--- src/rtl/word_demux_pkg.sv ---
// -----------------------------------------------------------------------------
// word_demux_pkg
// Shared types and defaults for the word_demux_loader block.
//   wdl_state_t    : load FSM state encoding (IDLE / LOAD / FULL)
//   DEFAULT_WIDTH  : default word width in bits
//   DEFAULT_DEPTH  : default number of bank slots
// Optional feature macro used by the top: WORD_DEMUX_BYPASS_EN
// -----------------------------------------------------------------------------
package word_demux_pkg;

    typedef enum logic [1:0] {
        IDLE = 2'd0,
        LOAD = 2'd1,
        FULL = 2'd2
    } wdl_state_t;

    localparam int DEFAULT_WIDTH = 32;
    localparam int DEFAULT_DEPTH = 64;

endpackage : word_demux_pkg

--- src/rtl/word_slot_reg.sv ---
// -----------------------------------------------------------------------------
// word_slot_reg
// One bank slot: a WIDTH-bit register with load enable and a synchronous
// active-low clear. The clear has priority over the enable.
// Ports:
//   clk      in   1      clock
//   clr_n_i  in   1      synchronous clear, active-low
//   en_i     in   1      load d_i at the next rising edge
//   d_i      in   WIDTH  data to store
//   q_o      out  WIDTH  stored word
// -----------------------------------------------------------------------------
module word_slot_reg #(
    parameter int WIDTH = 32
) (
    input  logic             clk,
    input  logic             clr_n_i,
    input  logic             en_i,
    input  logic [WIDTH-1:0] d_i,
    output logic [WIDTH-1:0] q_o
);

    logic [WIDTH-1:0] data_q;

    // Slot storage: clear wins over load
    always_ff @(posedge clk) begin
        if (!clr_n_i) begin
            data_q <= {WIDTH{1'b0}};
        end else if (en_i) begin
            data_q <= d_i;
        end
    end

    assign q_o = data_q;

endmodule : word_slot_reg

--- src/rtl/word_demux_loader.sv ---
// -----------------------------------------------------------------------------
// word_demux_loader
// Accepts a serial stream of WIDTH-bit words over valid/ready and writes them,
// in arrival order, into a DEPTH-entry register bank. A random-access read port
// exposes any slot while the bank fills.
// Ports:
//   clk       in   1       clock, rising edge
//   reset_n   in   1       synchronous active-low reset (clears FSM, count, bank)
//   start     in   1       begin a new load (count back to 0, state LOAD)
//   in_valid  in   1       in_data holds a word
//   in_data   in   WIDTH   input word
//   in_ready  out  1       word will be accepted this cycle (state LOAD)
//   rd_idx    in   CNTW    read slot select
//   rd_data   out  WIDTH   contents of slot rd_idx (combinational)
//   wr_count  out  CNTW+1  words written in the current load (0..DEPTH)
//   busy      out  1       state is LOAD
//   full      out  1       state is FULL
// Configuration macro: WORD_DEMUX_BYPASS_EN
//   defined     -> a word being written to the slot selected by rd_idx is
//                  forwarded to rd_data in the same cycle
//   not defined -> rd_data shows registered bank contents only
// -----------------------------------------------------------------------------
module word_demux_loader
    import word_demux_pkg::*;
#(
    parameter  int WIDTH = DEFAULT_WIDTH,
    parameter  int DEPTH = DEFAULT_DEPTH,
    localparam int CNTW  = $clog2(DEPTH)
) (
    input  logic             clk,
    input  logic             reset_n,
    input  logic             start,
    input  logic             in_valid,
    input  logic [WIDTH-1:0] in_data,
    output logic             in_ready,
    input  logic [CNTW-1:0]  rd_idx,
    output logic [WIDTH-1:0] rd_data,
    output logic [CNTW:0]    wr_count,
    output logic             busy,
    output logic             full
);

    localparam logic [CNTW:0] LAST_IDX = (CNTW+1)'(DEPTH - 1);
    localparam logic [CNTW:0] CNT_ONE  = (CNTW+1)'(1);

    wdl_state_t       state_q;
    wdl_state_t       state_d;
    logic [CNTW:0]    cnt_q;
    logic [CNTW:0]    cnt_d;
    logic             ready_s;
    logic             xfer_s;
    logic [WIDTH-1:0] bank_q [DEPTH];
    logic [WIDTH-1:0] rd_data_s;

    // in_ready is a pure function of state, so it never depends on in_valid
    assign ready_s = (state_q == LOAD);

    // start takes precedence: a word offered alongside start is dropped
    assign xfer_s = in_valid & ready_s & ~start;

    // State and write-count registers
    always_ff @(posedge clk) begin
        if (!reset_n) begin
            state_q <= IDLE;
            cnt_q   <= {(CNTW+1){1'b0}};
        end else begin
            state_q <= state_d;
            cnt_q   <= cnt_d;
        end
    end

    // Next-state and next-count logic
    always_comb begin
        state_d = state_q;
        cnt_d   = cnt_q;
        if (start) begin
            state_d = LOAD;
            cnt_d   = {(CNTW+1){1'b0}};
        end else begin
            case (state_q)
                IDLE: begin
                    state_d = IDLE;
                end
                LOAD: begin
                    if (xfer_s) begin
                        cnt_d = cnt_q + CNT_ONE;
                        // The last slot is written on this edge; count lands on DEPTH
                        if (cnt_q == LAST_IDX) begin
                            state_d = FULL;
                        end else begin
                            state_d = LOAD;
                        end
                    end else begin
                        state_d = LOAD;
                    end
                end
                FULL: begin
                    state_d = FULL;
                end
                default: begin
                    state_d = IDLE;
                    cnt_d   = {(CNTW+1){1'b0}};
                end
            endcase
        end
    end

    // Bank: one slot register per index, loaded when the write counter points at it
    for (genvar i = 0; i < DEPTH; i++) begin : g_slot
        logic en_s;
        assign en_s = xfer_s & (cnt_q == (CNTW+1)'(i));

        word_slot_reg #(
            .WIDTH (WIDTH)
        ) u_slot (
            .clk     (clk),
            .clr_n_i (reset_n),
            .en_i    (en_s),
            .d_i     (in_data),
            .q_o     (bank_q[i])
        );
    end

    // Read mux, with optional write-through forwarding of the word being written
    always_comb begin
        rd_data_s = bank_q[rd_idx];
`ifdef WORD_DEMUX_BYPASS_EN
        if (xfer_s && (rd_idx == cnt_q[CNTW-1:0])) begin
            rd_data_s = in_data;
        end else begin
            rd_data_s = bank_q[rd_idx];
        end
`endif
    end

    assign rd_data  = rd_data_s;
    assign in_ready = ready_s;
    assign wr_count = cnt_q;
    assign busy     = (state_q == LOAD);
    assign full     = (state_q == FULL);

endmodule : word_demux_loader

--- config.mk ---
export PLATFORM = sky130hd
export DESIGN_NAME = word_demux_loader
export DESIGN_NICKNAME = d
export VERILOG_FILES = /design/src/rtl/word_demux_pkg.sv /design/src/rtl/word_slot_reg.sv /design/src/rtl/word_demux_loader.sv
export SDC_FILE = /design/constraint.sdc
export NUM_CORES = 2
export LEC_CHECK = 0
export BUFFER_PORTS_ARGS = -buffer_cell sky130_fd_sc_hd__buf_2
export CELL_PAD_IN_SITES_DETAIL_PLACEMENT = 0
export CELL_PAD_IN_SITES_GLOBAL_PLACEMENT = 1
export CORE_MARGIN = 8
export CORE_UTILIZATION = 53
export DETAILED_ROUTE_END_ITERATION = 8
export HOLD_SLACK_MARGIN = 0.1
export PLACE_DENSITY_LB_ADDON = 0.2
export SLEW_MARGIN = 10
export SYNTH_ARGS = -nofsm -noshare
export SYNTH_HDL_FRONTEND = slang
export SYNTH_SLANG_ARGS = --single-unit
--- constraint.sdc ---
create_clock -name clk -period 6.59 [get_ports clk]
set_input_delay 1.318 -clock clk [delete_from_list [all_inputs] [get_ports clk]]
set_output_delay 1.318 -clock clk [all_outputs]
set_load 0.02 [all_outputs]
==> run summary <==
The flow ran to the end, but the final reports show violations. The checks that failed: negative setup slack. The power density over the cells is 260 mW/mm^2. The number of nets in the synthesized netlist came out at 10600. For this design, the CTS-stage hold fixing added 0 buffers.

Timing analysis after detailed placement gives a worst setup slack of 0.309 ns. The reported max-cap violation count came out at 0. The signal on the critical path passes through buf_8, buf_4, nor2_1, nand2_1, buf_4, o22ai_1, nor4_1, buf_4, a2bb2oi_1, buf_2. The data arrival time at the worst-slack endpoint came out at 5.44 ns. TritonCTS built the clock tree. The number of synthesized register bits is 2057. The horizontal die dimension is 437 microns. The routability-driven placement congestion ratio came out at 0.937. Dividing the detail-routed via count by the number of cells gives 6.16.

The worst setup path is of the in -> out kind. Counting every instance in the synthesized netlist gives 10600. The multi-input logic area is 0.0477 sq mm. CTS built an H-tree with a depth of 4. The worst reg-to-reg setup slack came out at 2.87 ns. After layout, the minimum clock period comes to 6.75 ns.

The core occupancy in the finished layout is 0.581. The cell with the biggest individual delay on the critical path is nor4_1. The initial antenna violation count is 14. The worst slack on hold paths came out at 0.447 ns. The setup-violating endpoint count in the final report came out at 1. The netlist area before placement came out at 0.0938 sq mm. The sequential cells in the finished layout cover a total of 0.0412 sq mm.

The leading register cell type out of synthesis is dfxtp_1. The core area came out at 0.176 sq mm. The relative slew slack came out at 0.0505.

In this run the post-CTS setup repair buffer count came out at 0. Among the stages of the critical path, the cell type that occurs most often is buf_4. The initial utilization of the core area, before any placement, comes to 0.533. The clock reaches the later pin of the worst-skew pair after 0.87 ns. The total grt overflow is 0. The fraction of the cycle the final worst path needs came out at 1.03.

Once layout is complete, the cells apart from fillers number 12700. The final worst clock skew came out at 0.0304 ns. The worst setup path is launched from an input port.

The maximum buffer depth of the clock tree came out at 3. During synthesis, Yosys emitted a total of 0 warnings. The final cell area excluding filler cells came out at 0.102 sq mm.

The antenna violation net count after detailed routing is 0. The leakage dissipation is 33.6 nW. The average size of a mapped cell is 8.87 sq um. The cell area after placement is 0.0950 sq mm. The number of vias after detailed routing came out at 78000. The actual transition at the worst max-transition pin is 1.41 ns. In this run, post-CTS repair resized a total of 0 instances. The max-slew violation count came out at 0. Leaving out fill and tap cells, the most frequent cell in the layout is nand2_1.

Clock-pin slew was measured on the worst setup and hold paths at 0.06 ns. 84 I/O pins were placed. Counting the fill cells in the layout gives 15200. The required time of the critical path came out at 5.27 ns.

The clock sink count came out at 2057. The number of buffers added on ports came out at 83. The hold violation total from the final report is 0. Summed over all failing endpoints, the final setup total negative slack is -0.165 ns. On the worst path, the slowest cell contributes a delay of 1.14 ns. The number of library cell types mapped by synthesis is 65. In the layout the commonest cells are nand2_1, dfxtp_1, a21boi_0. The count of TritonRoute iterations in the first routing pass is 6.

The maximum achievable frequency is 148 MHz. The area of the die came out at 0.191 sq mm. The worst path setup slack after routing is -0.165 ns. The count of unresolved DRC violations after routing is 0.

The peak supply drop is 0.000216 V. The pin count of the biggest net entering global routing is 250. The detailed-placement wirelength estimate is 194000 microns.

The area growth from synthesis to layout is 8.97%. At the end of the flow, the number of nets in the layout was 10200. The tree is rooted in a clkbuf_16. In the final routed layout, each cell accounts on average for 26.8 microns. The number of global-route vias before repair came to 74500. The final layout contains routed wiring with a total length of 339000 microns. The share of the Yosys chip area taken by registers is 0.439. The TritonCTS buffer count is 216.

Setup repair after global routing left no endpoint under its margin. The number of violations reported at the end of detailed-routing iteration 0 is 9556. In this run the worst hold path is classified as reg -> reg. The overall power is 26.6 mW. The number of enable-type register cells in the synthesized netlist is 0. The worst setup path is captured at an output port. The share of flip-flops with an asynchronous set or reset came out at 0. The number of core rows came out at 154. The share of layout cells above drive strength 1 is 0.127. The largest fanout on the critical path is 36.

The first global-routing pass estimated 497000 microns of wire. Across every metal layer, demand over resource in global routing totals 0.341. The chip height came out at 437 microns.

After detailed placement, the design holds a cell count of 12300.
## state kept, by name, indices dropped and copies added, names as in the netlist
name	cells
wr_count	7
g_slot.u_slot.q_o	2048
state_q	2
## per-layer routing
layer	global-route usage	routed length, microns	share of wire
met1	0.457	135000	0.40
met2	0.520	149000	0.44
met3	0.0667	34000	0.10
met4	0.187	21100	0.062
met5	0	24	0.000071
## synthesized netlist by cell type (all sizes together) (7+ instances only)
master / n / area, sq um
a2bb2oi: 12 / 105
nand3: 37 / 185
nor2: 105 / 788
o221ai: 12 / 105
nor4: 27 / 175
a211oi: 19 / 143
ha: 7 / 87.6
buf: 395 / 2720
nand2b: 28 / 175
o211ai: 9 / 67.6
nor3: 20 / 100
o22a: 10 / 87.6
o22ai: 105 / 657
clkbuf: 646 / 2430
nor2b: 28 / 175
a2111oi: 10 / 87.6
mux4: 472 / 10600
mux2: 26 / 293
o21ai: 36 / 180
and2: 20 / 125
a21boi: 2048 / 15400
nand2: 4211 / 15800
a22oi: 7 / 52.6
mux2i: 133 / 1330
a21oi: 22 / 110
dfxtp: 2057 / 41200
a221oi: 25 / 219
a22o: 9 / 78.8
## final timing paths
check | cells past startpoint | startpoint | to
setup / recovery | 10 | rd_idx[2] | rd_data[27]
hold reg to reg | 2 | g_slot[18].u_slot.q_o[17]$_SDFFE_PN0P_ | g_slot[18].u_slot.q_o[17]$_SDFFE_PN0P_
setup reg to reg | 5 | wr_count[3]$_SDFFE_PP0P_ | g_slot[34].u_slot.q_o[12]$_SDFFE_PN0P_
hold / removal | 2 | g_slot[18].u_slot.q_o[17]$_SDFFE_PN0P_ | g_slot[18].u_slot.q_o[17]$_SDFFE_PN0P_
## critical path, delay by kind of cell
kind                   cells  cell delay [ns]
AOI/OAI and AO/OA          2             0.76
buffers and inverters      5             1.66
and+or+nand+nor            3             1.60
## cell type report
| type | count | area share |
|---|---|---|
| antenna | 4 | 0.0000979 |
| clock buffer | 340 | 0.0638 |
| clock inverter | 57 | 0.00689 |
| inverter | 6 | 0.000220 |
| multi-input combinational | 7475 | 0.467 |
| sequential | 2057 | 0.403 |
| tap | 2340 | 0.0286 |
| timing repair buffer | 385 | 0.0304 |
## cells by family (layout without fill, tap and decap cells)
| kind of cell | Yosys count | in the layout | share of synthesized area |
|---|---|---|---|
| multiplexers | 631 | 631 | 0.131 |
| other | 0 | 4 | 0 |
| XOR/XNOR | 2 | 2 | 0.000187 |
| AND/OR/NAND/NOR | 4495 | 4495 | 0.189 |
| AO/OA/AOI/OAI | 2340 | 2340 | 0.186 |
| adder cells (fa/ha/maj) | 7 | 7 | 0.000934 |
| buffers and inverters | 1047 | 788 | 0.0552 |
| flip-flops | 2057 | 2057 | 0.439 |
## power by group
| part | internal, mW | switching (mW) |
|---|---|---|
| Clock | 7.30 | 5.22 |
| Sequential | 12.4 | 0.00263 |
| Combinational | 0.521 | 1.12 |
No activity file was read; power rests on OpenSTA's default activity.
